**config.mk**
```make
export PLATFORM = sky130hd
export DESIGN_NAME = imem_loader_flat
export DESIGN_NICKNAME = d
export VERILOG_FILES = /design/src/rtl/imem_loader_if.sv /design/src/rtl/imem_loader.sv /design/src/flat_wrapper.sv
export SDC_FILE = /design/constraint.sdc
export NUM_CORES = 1
export LEC_CHECK = 0
export CELL_PAD_IN_SITES_DETAIL_PLACEMENT = 1
export CELL_PAD_IN_SITES_GLOBAL_PLACEMENT = 2
export CORE_UTILIZATION = 43
export CTS_CLUSTER_DIAMETER = 200
export DETAILED_ROUTE_END_ITERATION = 8
export DONT_BUFFER_PORTS = 1
export GPL_TIMING_DRIVEN = 0
export PLACE_DENSITY = 0.9
export SLEW_MARGIN = 20
export SYNTH_ARGS = -nofsm -noshare
export SYNTH_HDL_FRONTEND = slang
export SYNTH_SLANG_ARGS = --single-unit
```
**constraint.sdc**
```tcl
create_clock -name Clk -period 4.61 [get_ports Clk]
set_input_delay 0.2305 -clock Clk [delete_from_list [all_inputs] [get_ports Clk]]
set_output_delay 0.2305 -clock Clk [all_outputs]
set_load 0.03 [all_outputs]
```
**src/rtl/imem_loader_if.sv**
```systemverilog
// Loader bundle: byte stream in, instruction-memory write port out, plus core release/status and re-arm.
interface imem_loader_if #(
  parameter int ADDR_WIDTH = 10
);
  logic                  InValid;
  logic [7:0]            InData;
  logic                  InReady;
  logic                  IMWrEn;
  logic [ADDR_WIDTH-1:0] IMWrAddr;
  logic [31:0]           IMWrData;
  logic                  CoreReset;
  logic                  Done;
  logic                  Error;
  logic [31:0]           WordCount;
  logic                  Reload;

  modport master (
    output InValid, InData, Reload,
    input  InReady, IMWrEn, IMWrAddr, IMWrData, CoreReset, Done, Error, WordCount
  );

  modport slave (
    input  InValid, InData, Reload,
    output InReady, IMWrEn, IMWrAddr, IMWrData, CoreReset, Done, Error, WordCount
  );
endinterface

```
**src/rtl/imem_loader.sv**
```systemverilog
// Boot loader: big-endian byte stream -> imem words, core held in reset until load completes; write strobe
// on the 4th-byte edge, release one cycle later; no back-pressure while loading. Trailer check: IMEM_LOADER_CHECKSUM_EN.
module imem_loader #(
  parameter int ADDR_WIDTH = 10,
  parameter int BASE_ADDR  = 0
) (
  input logic          Clk,
  input logic          Reset,
  imem_loader_if.slave bus
);
  localparam logic [2:0] S_HDR   = 3'd0;
  localparam logic [2:0] S_LOAD  = 3'd1;
`ifdef IMEM_LOADER_CHECKSUM_EN
  localparam logic [2:0] S_CHK   = 3'd2;
`endif
  localparam logic [2:0] S_DONE  = 3'd3;
  localparam logic [2:0] S_ERROR = 3'd4;

  localparam logic [32:0]           CAPACITY = 33'd1 << ADDR_WIDTH;
  localparam logic [ADDR_WIDTH-1:0] BASE     = ADDR_WIDTH'(BASE_ADDR);

  logic [2:0]            state;
  logic [1:0]            byte_cnt;
  logic [23:0]           shift_dat;
  logic [31:0]           len;
  logic [ADDR_WIDTH-1:0] wr_addr;
  logic                  finish_pend;
`ifdef IMEM_LOADER_CHECKSUM_EN
  logic [31:0]           csum;
`endif

  logic        accept;
  logic        word_done;
  logic [31:0] word;

  assign accept    = bus.InValid && bus.InReady;
  assign word_done = accept && (byte_cnt == 2'd3);
  assign word      = {shift_dat, bus.InData};

  always_ff @(posedge Clk or negedge Reset) begin
    if (!Reset) begin
      state         <= S_HDR;
      byte_cnt      <= 2'd0;
      shift_dat     <= 24'd0;
      len           <= 32'd0;
      wr_addr       <= BASE;
      finish_pend   <= 1'b0;
      bus.InReady   <= 1'b0;
      bus.IMWrEn    <= 1'b0;
      bus.IMWrAddr  <= '0;
      bus.IMWrData  <= 32'd0;
      bus.CoreReset <= 1'b1;
      bus.Done      <= 1'b0;
      bus.Error     <= 1'b0;
      bus.WordCount <= 32'd0;
`ifdef IMEM_LOADER_CHECKSUM_EN
      csum          <= 32'd0;
`endif
    end else begin
      bus.IMWrEn <= 1'b0;
      if (accept) begin
        byte_cnt  <= byte_cnt + 2'd1;
        shift_dat <= {shift_dat[15:0], bus.InData};
      end

      // The final word's strobe cycle completes before the core is released.
      if (finish_pend) begin
        finish_pend   <= 1'b0;
        state         <= S_DONE;
        bus.CoreReset <= 1'b0;
        bus.Done      <= 1'b1;
      end else begin
        case (state)
          S_HDR: begin
            bus.InReady <= 1'b1;
            if (word_done) begin
              len <= word;
              if (word == 32'd0) begin
`ifdef IMEM_LOADER_CHECKSUM_EN
                state <= S_CHK;
`else
                finish_pend <= 1'b1;
                bus.InReady <= 1'b0;
`endif
              end else if ({1'b0, word} > CAPACITY) begin
                state       <= S_ERROR;
                bus.Error   <= 1'b1;
                bus.InReady <= 1'b0;
              end else begin
                state <= S_LOAD;
              end
            end
          end

          S_LOAD: begin
            if (word_done) begin
              bus.IMWrEn    <= 1'b1;
              bus.IMWrAddr  <= wr_addr;
              bus.IMWrData  <= word;
              wr_addr       <= wr_addr + 1'b1;
              bus.WordCount <= bus.WordCount + 32'd1;
`ifdef IMEM_LOADER_CHECKSUM_EN
              csum          <= csum ^ word;
`endif
              if (bus.WordCount + 32'd1 == len) begin
`ifdef IMEM_LOADER_CHECKSUM_EN
                state <= S_CHK;
`else
                finish_pend <= 1'b1;
                bus.InReady <= 1'b0;
`endif
              end
            end
          end

`ifdef IMEM_LOADER_CHECKSUM_EN
          S_CHK: begin
            if (word_done) begin
              bus.InReady <= 1'b0;
              if (word == csum) begin
                finish_pend <= 1'b1;
              end else begin
                state     <= S_ERROR;
                bus.Error <= 1'b1;
              end
            end
          end
`endif

          S_DONE, S_ERROR: begin
            if (bus.Reload) begin
              state         <= S_HDR;
              bus.InReady   <= 1'b1;
              bus.CoreReset <= 1'b1;
              bus.Done      <= 1'b0;
              bus.Error     <= 1'b0;
              bus.WordCount <= 32'd0;
              byte_cnt      <= 2'd0;
              wr_addr       <= BASE;
`ifdef IMEM_LOADER_CHECKSUM_EN
              csum          <= 32'd0;
`endif
            end
          end

          default: state <= S_HDR;
        endcase
      end
    end
  end
endmodule

```
**src/flat_wrapper.sv**
```systemverilog
// flat-port wrapper written by rule: the top's interface ports become plain ports
module imem_loader_flat 
#(
  parameter int ADDR_WIDTH = 10,
  parameter int BASE_ADDR  = 0
)
  (Clk, Reset, bus_InValid, bus_InData, bus_Reload, bus_InReady, bus_IMWrEn, bus_IMWrAddr, bus_IMWrData, bus_CoreReset, bus_Done, bus_Error, bus_WordCount);
  imem_loader_if #(.ADDR_WIDTH(ADDR_WIDTH)) bus_i ();
  input logic Clk;
  input logic Reset;
  input wire logic [$bits(bus_i.InValid)-1:0] bus_InValid;
  input wire logic [$bits(bus_i.InData)-1:0] bus_InData;
  input wire logic [$bits(bus_i.Reload)-1:0] bus_Reload;
  output wire logic [$bits(bus_i.InReady)-1:0] bus_InReady;
  output wire logic [$bits(bus_i.IMWrEn)-1:0] bus_IMWrEn;
  output wire logic [$bits(bus_i.IMWrAddr)-1:0] bus_IMWrAddr;
  output wire logic [$bits(bus_i.IMWrData)-1:0] bus_IMWrData;
  output wire logic [$bits(bus_i.CoreReset)-1:0] bus_CoreReset;
  output wire logic [$bits(bus_i.Done)-1:0] bus_Done;
  output wire logic [$bits(bus_i.Error)-1:0] bus_Error;
  output wire logic [$bits(bus_i.WordCount)-1:0] bus_WordCount;
  assign bus_i.InValid = bus_InValid;
  assign bus_i.InData = bus_InData;
  assign bus_i.Reload = bus_Reload;
  assign bus_InReady = bus_i.InReady;
  assign bus_IMWrEn = bus_i.IMWrEn;
  assign bus_IMWrAddr = bus_i.IMWrAddr;
  assign bus_IMWrData = bus_i.IMWrData;
  assign bus_CoreReset = bus_i.CoreReset;
  assign bus_Done = bus_i.Done;
  assign bus_Error = bus_i.Error;
  assign bus_WordCount = bus_i.WordCount;
  imem_loader #(.ADDR_WIDTH(ADDR_WIDTH), .BASE_ADDR(BASE_ADDR)) u_core (.Clk(Clk), .Reset(Reset), .bus(bus_i));
endmodule
```
==> results.sh <==
export IMPL_netlist_instances=770
export IMPL_portBuffers=0
export IMPL_cts_resized=0
export IMPL_clkTransAtPathRegs_ps=70
export IMPL_synth_top_family_by_area="simple AND/OR/NAND/NOR gates"
export IMPL_synthTopCellsByArea="dfrtp_1 (50%), mux2_2 (8.6%), nand2_1 (8.1%), o21ai_0 (3.7%), xor2_1 (3.2%)"
export IMPL_die_h_um=134
export IMPL_final_nets=816
export IMPL_synth_fp_nets=785
export IMPL_grt_pass1_wl_um=37000
export IMPL_groute_usage_overall_pct=27.4
export IMPL_routed_via_density=5.89
export IMPL_post_cts_buffers=0
export IMPL_worstPathRequired_ps=4920
export IMPL_status="finished clean"
export IMPL_power_leakage_nw=3.83
export IMPL_crit_slowest_cell="nor4_2"
export IMPL_grt_pass1_vias=6524
export IMPL_arrival_ps=4350
export IMPL_clk_latency_ps=440
export IMPL_synth_edf_count=0
export IMPL_dpl_cell_area_um2=7740
export IMPL_synth_most_common_cell="nand2_1"
export IMPL_final_area_um2=8500
export IMPL_drc=0
export IMPL_maxCapViolCount=0
export IMPL_n_antenna_cell=0
export IMPL_worst_slack_ps=569
export IMPL_critical_path_class="reg -> reg"
export IMPL_ys_warn_count=0
export IMPL_min_period_ps=4040
export IMPL_layout_drive_gt1_share_pct=13.6
export IMPL_rsz0062_at_grt="no"
export IMPL_path_delay_family="simple AND/OR/NAND/NOR gates"
export IMPL_dp_hpwl_um=15900
export IMPL_path_cells="ha_1 > nand3_1 > buf_2 > nor4_2 > and3_1 > o221ai_1 > nor4_1 > and4_1 > a31oi_1 > nor4_1"
export IMPL_dr_first_iter_drc_count=292
export IMPL_fillers=1901
export IMPL_postRouteAntennaNets=0
export IMPL_die_x_um=134
export IMPL_min_path_type="in -> reg"
export IMPL_cts_tree="built"
export IMPL_cts_made_buffers=17
export IMPL_critical_path_most_common_cell="nor4_1"
export IMPL_power_density_nw_per_um2=544
export IMPL_synth_xor_area_share_pct=6.22
export IMPL_start_util_pct=44.6
export IMPL_yosys_area_share_simple_pct=21.2
export IMPL_ctsHtreeMaxLevel=4
export IMPL_whs_ps=55.9
export IMPL_ir_drop_v=0.000288
export IMPL_routabilityCongestion=0.863
export IMPL_synthAdderAreaFrac_pct=0.503
export IMPL_cp_max_fo=10
export IMPL_syn_to_final_growth_pct=13.8
export IMPL_setup_tns_final_ps=0
export IMPL_antenna_found_initial=0
export IMPL_cts_root_buf="clkbuf_16"
export IMPL_netlist_cell_type_count=55
export IMPL_power_mw=4.62
export IMPL_grt_overflow=0
export IMPL_wl_um=23300
export IMPL_vias=6093
export IMPL_preCtsSetupSlack_ps=693
export IMPL_seqCellArea_um2=3780
export IMPL_synth_top_cell_by_area="dfrtp_1"
export IMPL_core_area_um2=16800
export IMPL_clock_sinks=151
export IMPL_hold_violations=0
export IMPL_num_rows=47
export IMPL_drtPass1Iterations=4
export IMPL_worstSetupEndpointType="flip-flop"
export IMPL_synth_compound_area_share_pct=9.67
export IMPL_num_io_pins=91
export IMPL_relSlewSlack_pct=33.7
export IMPL_worstSetupStartpointType="flip-flop"
export IMPL_synth_seq_cells=151
export IMPL_synth_mux_area_share_pct=8.93
export IMPL_avgSynthCellArea_um2=9.70
export IMPL_fmax_ghz=0.247
export IMPL_worstPathBufferInverterCount=1
export IMPL_synth_top_cells_by_count="nand2_1 (161), dfrtp_1 (150), mux2_2 (57)"
export IMPL_clock_skew_ps=9.10
export IMPL_synthArstFlopShare_pct=100
export IMPL_yosys_area_top_type_share_pct=50.3
export IMPL_setup_viol=0
export IMPL_fin_crit_sh_pct=87.6
export IMPL_multi_input_area_um2=3480
export IMPL_slowest_delay_ps=880
export IMPL_wl_per_cell_um=22.5
export IMPL_clock_path_buffers=2
export IMPL_die_area_um2=17900
export IMPL_syn_cell_area_um2=7470
export IMPL_slew_violations=0
export IMPL_grt_max_degree=152
export IMPL_yosysSeqAreaShare_pct=50.6
export IMPL_yosys_most_used_dff="dfrtp_1"
export IMPL_worstMarginPinSlew_ps=987
==> registers in the layout, summed over array words and instances, names as in the netlist <==
name and cells:
u_core.byte_cnt 2, u_core.bus.InReady 1, u_core.shift_dat 24, u_core.bus.IMWrEn 1, u_core.bus.CoreReset 1, u_core.bus.Error 1
u_core.bus.WordCount 32, u_core.bus.IMWrData 32, u_core.bus.Done 1, u_core.state 3, u_core.len 32, u_core.wr_addr 10
u_core.bus.IMWrAddr 10, u_core.finish_pend 1
==> per-stage QoR <==
step                      cells  utilization, %
after floorplan             770               -
after global placement      990            46.2
after detailed placement    990            46.2
after CTS                  1034            50.7
after global routing       1034            50.7
final                      1034            50.7
==> repair_timing <==
action	in CTS	in global routing
setup endpoints to repair	0	0
hold buffers	12	0
endpoints found under the hold margin	177	0
==> logic make-up after synthesis <==
family	count (synthesis)
buf+inv	54
xor+xnor	53
flops	151
mux	59
fa+ha+maj	3
compound gates	118
simple gates	332
==> layout by cell type (no fill, tap or decap), types with 16 or more instances in the layout <==
cell	instances
a21oi_1	18
clkbuf_1	34
clkbuf_16	17
dfrtp_1	150
mux2_2	57
nand2_1	161
nand3_1	26
nand4_1	16
nor2_1	49
nor4_1	16
o21ai_0	55
xnor2_1	26
xor2_1	27
==> layout make-up <==
type	count	share of cell area, %
clock inverter	15	2.15
clock buffer	17	5.01
sequential	151	44.5
timing repair buffer	12	1.62
inverter	10	0.442
multi-input combinational	565	41.0
tap	220	3.24
buffer	44	2.08
==> path summary, 6_finish.rpt <==
check,start,slack [ps],end,cells past startpoint
max,u_core.bus.WordCount[1]$_DFFE_PN0P_,570,u_core.finish_pend$_DFF_PN0_,10
min,bus_Reload,60,u_core.state[2]$_DFFE_PN0P_,3
max reg2reg,u_core.bus.WordCount[1]$_DFFE_PN0P_,570,u_core.finish_pend$_DFF_PN0_,10
min reg2reg,u_core.wr_addr[9]$_DFFE_PN0P_,500,u_core.bus.IMWrAddr[9]$_DFFE_PN0P_,2
max in group asynchronous,Reset,3540,u_core.len[28]$_DFFE_PN0P_,2
min in group asynchronous,Reset,450,u_core.bus.WordCount[13]$_DFFE_PN0P_,2
==> worst min-delay path: stages <==
cell and delay, ps:
nor2b_1 30, a21oi_1 130, nor4_1 60
==> layer usage <==
| metal | track usage (%) | wire length, µm | vias to the layer above |
|---|---|---|---|
| met5 | 0 | 0 | - |
| met4 | 11.3 | 604 | 0 |
| met3 | 6.12 | 1270 | 43 |
| met2 | 46.1 | 11500 | 173 |
| met1 | 34.0 | 9920 | 3122 |
| li1 | - | - | 2755 |
==> where the power goes <==
| part | internal (mW) | switching, mW |
|---|---|---|
| combinational | 0.490 | 0.495 |
| sequential | 1.64 | 0.523 |
| clock | 0.825 | 0.647 |
| total | 2.96 | 1.67 |
No activity file was read; power rests on OpenSTA's default activity.
